$ cat src/rtl/stats_pkg.sv
// rtl/stats_pkg.sv - shared constants and types for the statistics counter bank
//
// Contents:
//    DEF_NUM_CNT, DEF_CNT_WIDTH, DEF_ADDR_WIDTH : default bank geometry
//    sat_mode_e                                 : counter overflow behaviour (WRAP / SAT)
package stats_pkg;

   localparam int DEF_NUM_CNT    = 8;
   localparam int DEF_CNT_WIDTH  = 32;
   localparam int DEF_ADDR_WIDTH = 6;

   typedef enum logic {
      WRAP = 1'b0,
      SAT  = 1'b1
   } sat_mode_e;

endpackage

$ cat src/rtl/stats_cntr_bank_if.sv
// rtl/stats_cntr_bank_if.sv - host read port of the statistics counter bank
//
// Signals:
//    i_rd_req   : single-cycle read request
//    i_rd_addr  : channel to read
//    i_rd_clr   : qualifies i_rd_req as read-and-clear
//    o_rd_data  : read result, held while o_rd_vld is low
//    o_rd_vld   : one-cycle strobe, one cycle after i_rd_req
//    o_rd_err   : accompanies o_rd_vld for an out-of-range address
// Modports: master = host side, slave = counter bank side.
interface stats_cntr_bank_if #(
   parameter int ADDR_WIDTH = stats_pkg::DEF_ADDR_WIDTH,
   parameter int CNT_WIDTH  = stats_pkg::DEF_CNT_WIDTH
);

   logic                  i_rd_req;
   logic [ADDR_WIDTH-1:0] i_rd_addr;
   logic                  i_rd_clr;
   logic [CNT_WIDTH-1:0]  o_rd_data;
   logic                  o_rd_vld;
   logic                  o_rd_err;

   modport master (
      output i_rd_req, i_rd_addr, i_rd_clr,
      input  o_rd_data, o_rd_vld, o_rd_err
   );

   modport slave (
      input  i_rd_req, i_rd_addr, i_rd_clr,
      output o_rd_data, o_rd_vld, o_rd_err
   );

endinterface

$ cat src/rtl/stats_cntr.sv
// rtl/stats_cntr.sv - single event counter with wrap/saturate and sticky overflow
//
// Ports:
//    clk, reset : clock, synchronous active-low reset
//    inc        : count one event this cycle
//    clr        : clear counter and overflow flag (an event in the same cycle is kept)
//    sat_mode   : WRAP -> roll over to zero at all ones, SAT -> hold at all ones
//    val        : current count
//    ovf        : sticky flag, set when an increment hits the all-ones value
module stats_cntr
   import stats_pkg::*;
#(
   parameter int CNT_WIDTH = DEF_CNT_WIDTH
) (
   input  logic                 clk,
   input  logic                 reset,
   input  logic                 inc,
   input  logic                 clr,
   input  sat_mode_e            sat_mode,
   output logic [CNT_WIDTH-1:0] val,
   output logic                 ovf
);

   logic [CNT_WIDTH-1:0] val_q, val_d;
   logic                 ovf_q, ovf_d;

   always_comb begin
      val_d = val_q;
      ovf_d = ovf_q;
      if (clr) begin
         // The coincident event survives the clear so no count is lost.
         val_d = {{(CNT_WIDTH-1){1'b0}}, inc};
         ovf_d = 1'b0;
      end else if (inc) begin
         if (&val_q) begin
            ovf_d = 1'b1;
            if (sat_mode == WRAP) begin
               val_d = '0;
            end
         end else begin
            val_d = val_q + CNT_WIDTH'(1);
         end
      end
   end

   always_ff @(posedge clk) begin
      if (!reset) begin
         val_q <= '0;
         ovf_q <= 1'b0;
      end else begin
         val_q <= val_d;
         ovf_q <= ovf_d;
      end
   end

   assign val = val_q;
   assign ovf = ovf_q;

endmodule

$ cat src/rtl/stats_cntr_bank.sv
// rtl/stats_cntr_bank.sv - bank of event counters with a one-cycle host read port
//
// Ports:
//    gtx_clk   : clock
//    reset     : synchronous active-low reset
//    i_inc     : per-channel increment strobes
//    i_clr_all : clear all counters and overflow flags (beats increments and read-clear)
//    rd_if     : host read port (slave side of stats_cntr_bank_if)
//    o_ovf     : per-channel sticky overflow flags
module stats_cntr_bank
   import stats_pkg::*;
#(
   parameter int NUM_CNT    = DEF_NUM_CNT,
   parameter int CNT_WIDTH  = DEF_CNT_WIDTH,
   parameter int SAT_MODE   = 0,
   parameter int ADDR_WIDTH = DEF_ADDR_WIDTH
) (
   input  logic               gtx_clk,
   input  logic               reset,
   input  logic [NUM_CNT-1:0] i_inc,
   input  logic               i_clr_all,
   stats_cntr_bank_if.slave   rd_if,
   output logic [NUM_CNT-1:0] o_ovf
);

   localparam sat_mode_e              SAT_SEL   = (SAT_MODE == 1) ? SAT : WRAP;
   // One extra bit so NUM_CNT == 2**ADDR_WIDTH is still representable.
   localparam logic [ADDR_WIDTH:0]    NUM_CNT_A = (ADDR_WIDTH+1)'(NUM_CNT);

   logic                 addr_ok;
   logic                 rd_clr_req;
   logic [CNT_WIDTH-1:0] cnt_val [NUM_CNT];
   logic [CNT_WIDTH-1:0] rd_val;

   logic [CNT_WIDTH-1:0] rd_data_q, rd_data_d;
   logic                 rd_vld_q, rd_vld_d;
   logic                 rd_err_q, rd_err_d;

   assign addr_ok    = ({1'b0, rd_if.i_rd_addr} < NUM_CNT_A);
   // Out-of-range read-and-clear must not touch any counter.
   assign rd_clr_req = rd_if.i_rd_req & rd_if.i_rd_clr & addr_ok;

   for (genvar g = 0; g < NUM_CNT; g++) begin : g_cnt
      logic hit;
      assign hit = rd_clr_req && (rd_if.i_rd_addr == ADDR_WIDTH'(g));

      stats_cntr #(
         .CNT_WIDTH (CNT_WIDTH)
      ) u_cntr (
         .clk      (gtx_clk),
         .reset    (reset),
         .inc      (i_inc[g] & ~i_clr_all),
         .clr      (i_clr_all | hit),
         .sat_mode (SAT_SEL),
         .val      (cnt_val[g]),
         .ovf      (o_ovf[g])
      );
   end

   // Mux samples the registered counter, i.e. the value before this cycle's update.
   always_comb begin
      rd_val = '0;
      for (int i = 0; i < NUM_CNT; i++) begin
         if (rd_if.i_rd_addr == ADDR_WIDTH'(i)) begin
            rd_val = cnt_val[i];
         end
      end
   end

   always_comb begin
      rd_vld_d  = rd_if.i_rd_req;
      rd_err_d  = rd_if.i_rd_req & ~addr_ok;
      rd_data_d = rd_data_q;
      if (rd_if.i_rd_req) begin
         rd_data_d = addr_ok ? rd_val : '0;
      end
   end

   always_ff @(posedge gtx_clk) begin
      if (!reset) begin
         rd_data_q <= '0;
         rd_vld_q  <= 1'b0;
         rd_err_q  <= 1'b0;
      end else begin
         rd_data_q <= rd_data_d;
         rd_vld_q  <= rd_vld_d;
         rd_err_q  <= rd_err_d;
      end
   end

   assign rd_if.o_rd_data = rd_data_q;
   assign rd_if.o_rd_vld  = rd_vld_q;
   assign rd_if.o_rd_err  = rd_err_q;

endmodule

$ cat src/flat_wrapper.sv
// flat-port wrapper written by rule: the top's interface ports become plain ports
module stats_cntr_bank_flat import stats_pkg::*;
#(
   parameter int NUM_CNT    = DEF_NUM_CNT,
   parameter int CNT_WIDTH  = DEF_CNT_WIDTH,
   parameter int SAT_MODE   = 0,
   parameter int ADDR_WIDTH = DEF_ADDR_WIDTH
)
  (gtx_clk, reset, i_inc, i_clr_all, o_ovf, rd_if_i_rd_req, rd_if_i_rd_addr, rd_if_i_rd_clr, rd_if_o_rd_data, rd_if_o_rd_vld, rd_if_o_rd_err);
  stats_cntr_bank_if #(.ADDR_WIDTH(ADDR_WIDTH), .CNT_WIDTH(CNT_WIDTH)) rd_if_i ();
  input  logic gtx_clk;
  input  logic reset;
  input  logic [NUM_CNT-1:0] i_inc;
  input  logic i_clr_all;
  output logic [NUM_CNT-1:0] o_ovf;
  input wire logic [$bits(rd_if_i.i_rd_req)-1:0] rd_if_i_rd_req;
  input wire logic [$bits(rd_if_i.i_rd_addr)-1:0] rd_if_i_rd_addr;
  input wire logic [$bits(rd_if_i.i_rd_clr)-1:0] rd_if_i_rd_clr;
  output wire logic [$bits(rd_if_i.o_rd_data)-1:0] rd_if_o_rd_data;
  output wire logic [$bits(rd_if_i.o_rd_vld)-1:0] rd_if_o_rd_vld;
  output wire logic [$bits(rd_if_i.o_rd_err)-1:0] rd_if_o_rd_err;
  assign rd_if_i.i_rd_req = rd_if_i_rd_req;
  assign rd_if_i.i_rd_addr = rd_if_i_rd_addr;
  assign rd_if_i.i_rd_clr = rd_if_i_rd_clr;
  assign rd_if_o_rd_data = rd_if_i.o_rd_data;
  assign rd_if_o_rd_vld = rd_if_i.o_rd_vld;
  assign rd_if_o_rd_err = rd_if_i.o_rd_err;
  stats_cntr_bank #(.NUM_CNT(NUM_CNT), .CNT_WIDTH(CNT_WIDTH), .SAT_MODE(SAT_MODE), .ADDR_WIDTH(ADDR_WIDTH)) u_core (.gtx_clk(gtx_clk), .reset(reset), .i_inc(i_inc), .i_clr_all(i_clr_all), .rd_if(rd_if_i), .o_ovf(o_ovf));
endmodule
$ cat config.mk
export PLATFORM = sky130hd
export DESIGN_NAME = stats_cntr_bank_flat
export DESIGN_NICKNAME = d
export VERILOG_FILES = /design/src/rtl/stats_pkg.sv /design/src/rtl/stats_cntr_bank_if.sv /design/src/rtl/stats_cntr.sv /design/src/rtl/stats_cntr_bank.sv /design/src/flat_wrapper.sv
export SDC_FILE = /design/constraint.sdc
export NUM_CORES = 1
export LEC_CHECK = 0
export BUFFER_PORTS_ARGS = -buffer_cell sky130_fd_sc_hd__buf_4
export CAP_MARGIN = 20
export CORE_ASPECT_RATIO = 0.9
export CORE_MARGIN = 4
export CORE_UTILIZATION = 43
export DETAILED_ROUTE_END_ITERATION = 7
export GPL_ROUTABILITY_DRIVEN = 1
export PLACE_DENSITY_LB_ADDON = 0.12
export SETUP_SLACK_MARGIN = 0.3
export SLEW_MARGIN = 20
export SYNTH_ARGS = -nofsm -noshare
export SYNTH_HDL_FRONTEND = slang
export SYNTH_SLANG_ARGS = --single-unit
$ cat constraint.sdc
create_clock -name gtx_clk -period 2 [get_ports gtx_clk]
set_input_delay 0.1 -clock gtx_clk [delete_from_list [all_inputs] [get_ports gtx_clk]]
set_output_delay 0.1 -clock gtx_clk [all_outputs]
set_load 0.01 [all_outputs]
# Yosys cells after proc, flatten, opt, wreduce, memory -nomap -nowiden
# Index checks and enable logic that the tools add are counted.
classes:
  add_sub_neg: 8
  n_mux: 33
  magnitude_cmp: 1
  eq_ne: 7
  n_reduce_logical: 41
  bitwise_logic: 22
ops:
  columns: ["op", "count"]
  rows:
  - ["32-bit two-way mux", 17]
  - ["33-bit AND reduction", 8]
  - ["32-bit by 1-bit adder with 32-bit output, second input constant", 8]
  - ["32-bit AND reduction", 8]
  - ["6-bit by 3-bit equality test with 1-bit output, second input constant", 4]
  - ["1-bit two-way mux", 16]
  - ["2-bit nonzero test", 8]
  - ["2-bit OR reduction", 8]
  - ["6-bit by 2-bit equality test with 1-bit output, second input constant", 2]
  - ["1-bit bitwise AND", 11]
  - ["1-bit logical AND", 8]
  - ["1-bit OR", 8]
  - ["6-bit by 1-bit equality test with 1-bit output, second input constant", 1]
  - ["6-bit logical NOT", 1]
  - ["6-bit by 4-bit < comparator with 1-bit output, second input constant", 1]
  - ["1-bit inverter", 3]
totals:
  in_bits: 19
  ff_bits: 298

# Longest topological paths before layout
depth:
  word_depth: 10
  depth_mapped: 9
  depth_no_buf: 6

# Hierarchy
# A second synthesis with hierarchy kept.
hier_totals:
  cells_unflattened: 2130
  hier_area_um2: 17744.5
modules_own_cells:
  columns: ["mod", "instances", "area_per_inst_um2", "cells_per_inst", "seq_area_each_um2"]
  rows:
  - ["stats_cntr", 8, 1761.7, 207, 660.6]
  - ["stats_cntr_bank", 1, 3651.0, 474, 680.7]

# Worst setup path after synthesis
# Ideal clock, no wire load.
synth_timing:
  path_type: "register to register"
  start: "register u_core.g_cnt[4].u_cntr.val_q[18]"
  end: "register u_core.g_cnt[4].u_cntr.val_q[15]"
  n_path_buf: 2
  arrival_ns: 2.041
  required_ns: 1.885
  setup_ns: 0.115
  stages_incl_launch_ff: 8
  slack_ns: -0.155
  period_less_slack_ns: 2.155
  path_cell_list: "dfxtp_1 nand4_2 or3_1 or4_1 buf_2 o21ai_4 buf_6 nor2_1"
synth_between:
  elab_chain_len: 2
synth_rtl:
  columns: ["item", "line", "source"]
  rows:
  - ["from (decl)", "stats_cntr.sv:24", "logic [CNT_WIDTH-1:0] val_q, val_d;"]
  - ["from (signal assigned)", "stats_cntr.sv:51", "val_q <= val_d;"]
  - ["32-bit AND reduction", "stats_cntr.sv:35", "if (&val_q) begin"]
  - ["32-bit two-way mux", "stats_cntr.sv:35", null]
# Every way passes these cells.
# A chain may end at the register's enable or synchronous reset.

# Worst setup path in the final report
layout_timing:
  start: "register u_core.g_cnt[4].u_cntr.val_q[11]"
  end: "register u_core.g_cnt[4].u_cntr.val_q[30]"
layout_between:
  elab_chain_len: 2
layout_rtl:
  columns: ["item", "line"]
  rows:
  - ["32-bit by 1-bit adder with 32-bit output or 32-bit AND reduction (tied branches)", "stats_cntr.sv:41, stats_cntr.sv:35"]
  - ["32-bit two-way mux *", "stats_cntr.sv:35"]
# Mark *: on every way between the ends. The rest lies on a longest branch, timed or not.

==> results.md <==
- sky130_fd_sc_hd__buf_4 — most common library cell in the layout ignoring fill and taps
- 207 um — Die Wd
- 2421 — number of placed instances with taps included
- 38600 um^2 — DIE AREA
- 0.0157 ns — Worst Skew
- 0 — count of antenna diodes in the layout
- 0 — Final setup violation count
- 26.7% — GRT Total Usage
- 5 — number of search-and-repair iterations in the first detailed-routing pass
- 39.1% — share of the yosys chip area belonging to registers
- 1814 — post-synth net total
- 0 — pins over their slew limit
- 500 MHz — maximum frequency from static timing analysis
- 3 — deepest clock path buffer count
- 8.03 nW — Static Leakage
- 0.147 ns — Worst Hold Margin
- 43.6% — Starting Density
- 6.37% — share of cell area taken by muxes after synthesis
- 2150 — Net count, final
- sky130_fd_sc_hd__dfxtp_1 — Synth area leader
- 0% — share of async-settable or async-resettable flops after synthesis
- 1 — initial antenna violation count
- sky130_fd_sc_hd__clkbuf_16 — clock root buffer
- flop — endpoint type of the worst setup path
- 0 — Fin. Hold Viols
- 80600 um — global-route wire length before repair
- 35100 um^2 — placeable core region
- 2618 — final cell count without fillers
- sky130_fd_sc_hd__or4_4 — crit path max-delay cell type
- 39.1% — share of the synthesized area in the top cell type
- 36 — largest net degree at the start of global routing
- 0.655% — synthesized-area fraction occupied by adder cells
- simple AND/OR/NAND/NOR gates — cell family with the largest share of critical-path delay
- 5 — logic depth of the worst setup path including buffers
- sky130_fd_sc_hd__buf_4 (316), sky130_fd_sc_hd__nor2_1 (188), sky130_fd_sc_hd__dfxtp_1 (163) — most frequent cells in the layout
- built — clock tree from TritonCTS
- 62 — synth unique cells
- 45.4% — Syn-to-layout area delta
- 60 — input/output buffers
- 0 — Buf+Inv Stages, Crit Path
- sky130_fd_sc_hd__dfxtp_1 (39%), sky130_fd_sc_hd__xor2_1 (7.9%), sky130_fd_sc_hd__nor2_1 (7.1%) — ranking of synthesized cells by area
- 39300 um — half-perimeter wire length of the detailed placement result
- true — unrepaired setup endpoints after global routing
- in -> reg — min-delay worst type
- 8.55 um^2 — syn_area_per_cell
- 0 — number of antenna-violating nets in the routed design
- complete, no violations — status
- reg -> reg — start-to-end type of the worst setup path
- 21.8 um — routed wirelength normalized by instance count
- 4 — hold-critical path depth
- flop — element type at the critical path start
- 29.7% — Post-Synth Simple-Gate Area
- 0 — synthesis warning total
- 0.748 mV — worst ir drop on vdd
- 0.53 ns — clock network latency to the later pin of the worst-skew pair
- 2922 — Filler Cell Count
- 2.46 ns — data required time of the critical path
- 0 — remaining global-route overflow
- 2 — H-tree Lvls
- 0 ns — total negative slack for setup checks
- 0 — total of max-cap violations
- 1332 — Starting DRT DRC Count
- 298 — TritonCTS Sinks
- 298 — synthesized flop and latch total
- 187 um — Die Y
- 1787 — post-synthesis instance total
- 65 — FP Rows
- 5 — Reg2Reg Depth
- sky130_fd_sc_hd__dfxtp_1 — predominant post-synthesis flop cell
- 0.996 — Routability Congestion
- nand4_4, or3_1, or4_4, or3_4, a21oi_2 — ordered list of cells on the worst path
- 57100 um — Total Routed Length
- 2.00 ns — post-layout minimum cycle time
- 15300 — total via count after detailed routing
- 35 — TritonCTS Buffers
- simple AND/OR/NAND/NOR gates — dominant combinational cell family by area after synthesis
- 2.46 ns — worst endpoint data arrival time
- 13700 — vias in the first global route
- 0.657 ns — measured slew at the worst slew-check pin
- 0.59 ns — maximum cell stage delay along the critical path
- 56.1% — worst slew margin relative to its limit
- 0.06 ns — clock edge transition at the registers on the reported setup and hold paths
- 99.9% — fin crit share
- 41.2% — share of final-layout standard cells stronger than drive strength 1
- 0 — count of flip-flops with a built-in enable after synthesis
- 15300 um^2 — Post-Syn Area
- 6 — Max FO, Critical Path
- 61 — number of top-level pins
- 5.84 — number of vias per cell
- 0 — number of remaining DRC errors
- 593 nW/um^2 — power per cell area
- 7.93% — Synth Area in Compound Gates
- 12.8% — xor and xnor fraction of the mapped netlist area
-- worst paths after layout --
kind                                          startpoint                                     endpoint  slack (ns)
max          u_core.g_cnt[4].u_cntr.val[11]$_SDFFE_PP0P_  u_core.g_cnt[4].u_cntr.val[30]$_SDFFE_PP0P_       0.001
min reg2reg      u_core.rd_if.o_rd_data[21]$_SDFFE_PN0P_      u_core.rd_if.o_rd_data[21]$_SDFFE_PN0P_        0.46
min                                   rd_if_i_rd_addr[2]      u_core.rd_if.o_rd_data[28]$_SDFFE_PN0P_        0.15
max reg2reg  u_core.g_cnt[4].u_cntr.val[11]$_SDFFE_PP0P_  u_core.g_cnt[4].u_cntr.val[30]$_SDFFE_PP0P_       0.001
-- stage by stage --
| step | cell area (um^2) | setup WS, ns | power, mW | util, % |
|---|---|---|---|---|
| finish | 22200 | 0.00130 | 13.2 | 63.4 |
| global route | 22200 | -0.0563 | 13.6 | 63.4 |
| CTS | 19900 | 0.0136 | 13.2 | 56.7 |
| detailed placement | 17800 | -0.0104 | 6.62 | 50.9 |
| global placement | 17800 | 0.0167 | 6.62 | 50.9 |
| floorplan | 15800 | 0.0212 | 6.42 | - |
-- logic make-up after synthesis --
family / after synthesis
fa+ha+maj: 8
xor+xnor: 224
simple gates: 892
flops: 298
buf+inv: 119
compound gates: 190
mux: 56
-- synthesized netlist by cell type (4+ instances only) --
cell type / count
sky130_fd_sc_hd__dfxtp_1: 298
sky130_fd_sc_hd__nor2_1: 290
sky130_fd_sc_hd__xor2_1: 137
sky130_fd_sc_hd__nand2_1: 134
sky130_fd_sc_hd__nand3_1: 102
sky130_fd_sc_hd__nand4_1: 97
sky130_fd_sc_hd__xnor2_1: 87
sky130_fd_sc_hd__o21ai_0: 64
sky130_fd_sc_hd__clkbuf_1: 51
sky130_fd_sc_hd__nor3_1: 51
sky130_fd_sc_hd__and3_1: 40
sky130_fd_sc_hd__a21oi_1: 35
sky130_fd_sc_hd__mux4_2: 32
sky130_fd_sc_hd__nor4_1: 32
sky130_fd_sc_hd__and4_1: 30
sky130_fd_sc_hd__buf_2: 29
sky130_fd_sc_hd__inv_1: 27
sky130_fd_sc_hd__or3_1: 24
sky130_fd_sc_hd__o22ai_1: 23
sky130_fd_sc_hd__nand2b_1: 18
sky130_fd_sc_hd__o221ai_1: 15
sky130_fd_sc_hd__mux2i_1: 14
sky130_fd_sc_hd__nor2b_1: 13
sky130_fd_sc_hd__and2_1: 10
sky130_fd_sc_hd__mux2_2: 10
sky130_fd_sc_hd__or4_1: 9
sky130_fd_sc_hd__buf_4: 8
sky130_fd_sc_hd__ha_1: 8
sky130_fd_sc_hd__nand3b_1: 8
sky130_fd_sc_hd__nand4b_1: 8
sky130_fd_sc_hd__a31oi_1: 7
sky130_fd_sc_hd__a221o_1: 5
sky130_fd_sc_hd__a221oi_1: 5
sky130_fd_sc_hd__a22oi_1: 4
sky130_fd_sc_hd__a2bb2oi_1: 4
sky130_fd_sc_hd__a41oi_1: 4
sky130_fd_sc_hd__and4b_1: 4
sky130_fd_sc_hd__nor3b_1: 4
sky130_fd_sc_hd__or2_2: 4
-- state kept, by name, summed over array words and instances, names as in the netlist --
| signal | cells |
|---|---|
| u_core.rd_if.o_rd_vld | 1 |
| u_core.g_cnt.u_cntr.ovf | 8 |
| u_core.g_cnt.u_cntr.val | 256 |
| u_core.rd_if.o_rd_err | 1 |
| u_core.rd_if.o_rd_data | 32 |
-- layer usage --
layer	vias up	GRT usage, %	share of wire (%)
li1	7069	-	-
met1	7489	35.8	42
met2	569	41.2	47
met3	150	6.09	6.9
met4	2	11.8	4.7
met5	-	0	0.023
-- layout make-up --
| class | instances | area [um^2] | share of cell area (%) |
|---|---|---|---|
| Clock buffer | 52 | 1040 | 4.69 |
| Inverter | 27 | 101 | 0.456 |
| Tap cell | 469 | 587 | 2.64 |
| Timing Repair Buffer | 387 | 3460 | 15.6 |
| Clock inverter | 11 | 114 | 0.513 |
| Sequential cell | 298 | 6250 | 28.1 |
| Multi-Input combinational cell | 1374 | 10700 | 48.0 |
-- worst register-to-register path, cell delays in order (launching register included) --
cell and delay (ns):
sky130_fd_sc_hd__dfxtp_2 0.35, sky130_fd_sc_hd__nand4_4 0.12, sky130_fd_sc_hd__or3_1 0.36, sky130_fd_sc_hd__or4_4 0.59, sky130_fd_sc_hd__or3_4 0.39, sky130_fd_sc_hd__a21oi_2 0.12
-- report_power, final --
| group | switching, mW | internal [mW] |
|---|---|---|
| Sequential | 0.0149 | 5.89 |
| Combinational | 0.428 | 0.330 |
| Clock | 2.64 | 3.87 |
| Total | 3.08 | 10.1 |
-- timing repair --
item	4_1_cts	5_1_grt
resized for setup	113	431
endpoints found under the setup margin	242	252
endpoints found under the hold margin	20	1
cloned	5	19
pin swaps	40	147
setup buffers	41	56
hold buffers	12	1
Note: power is estimated with default switching activity, not from simulation.
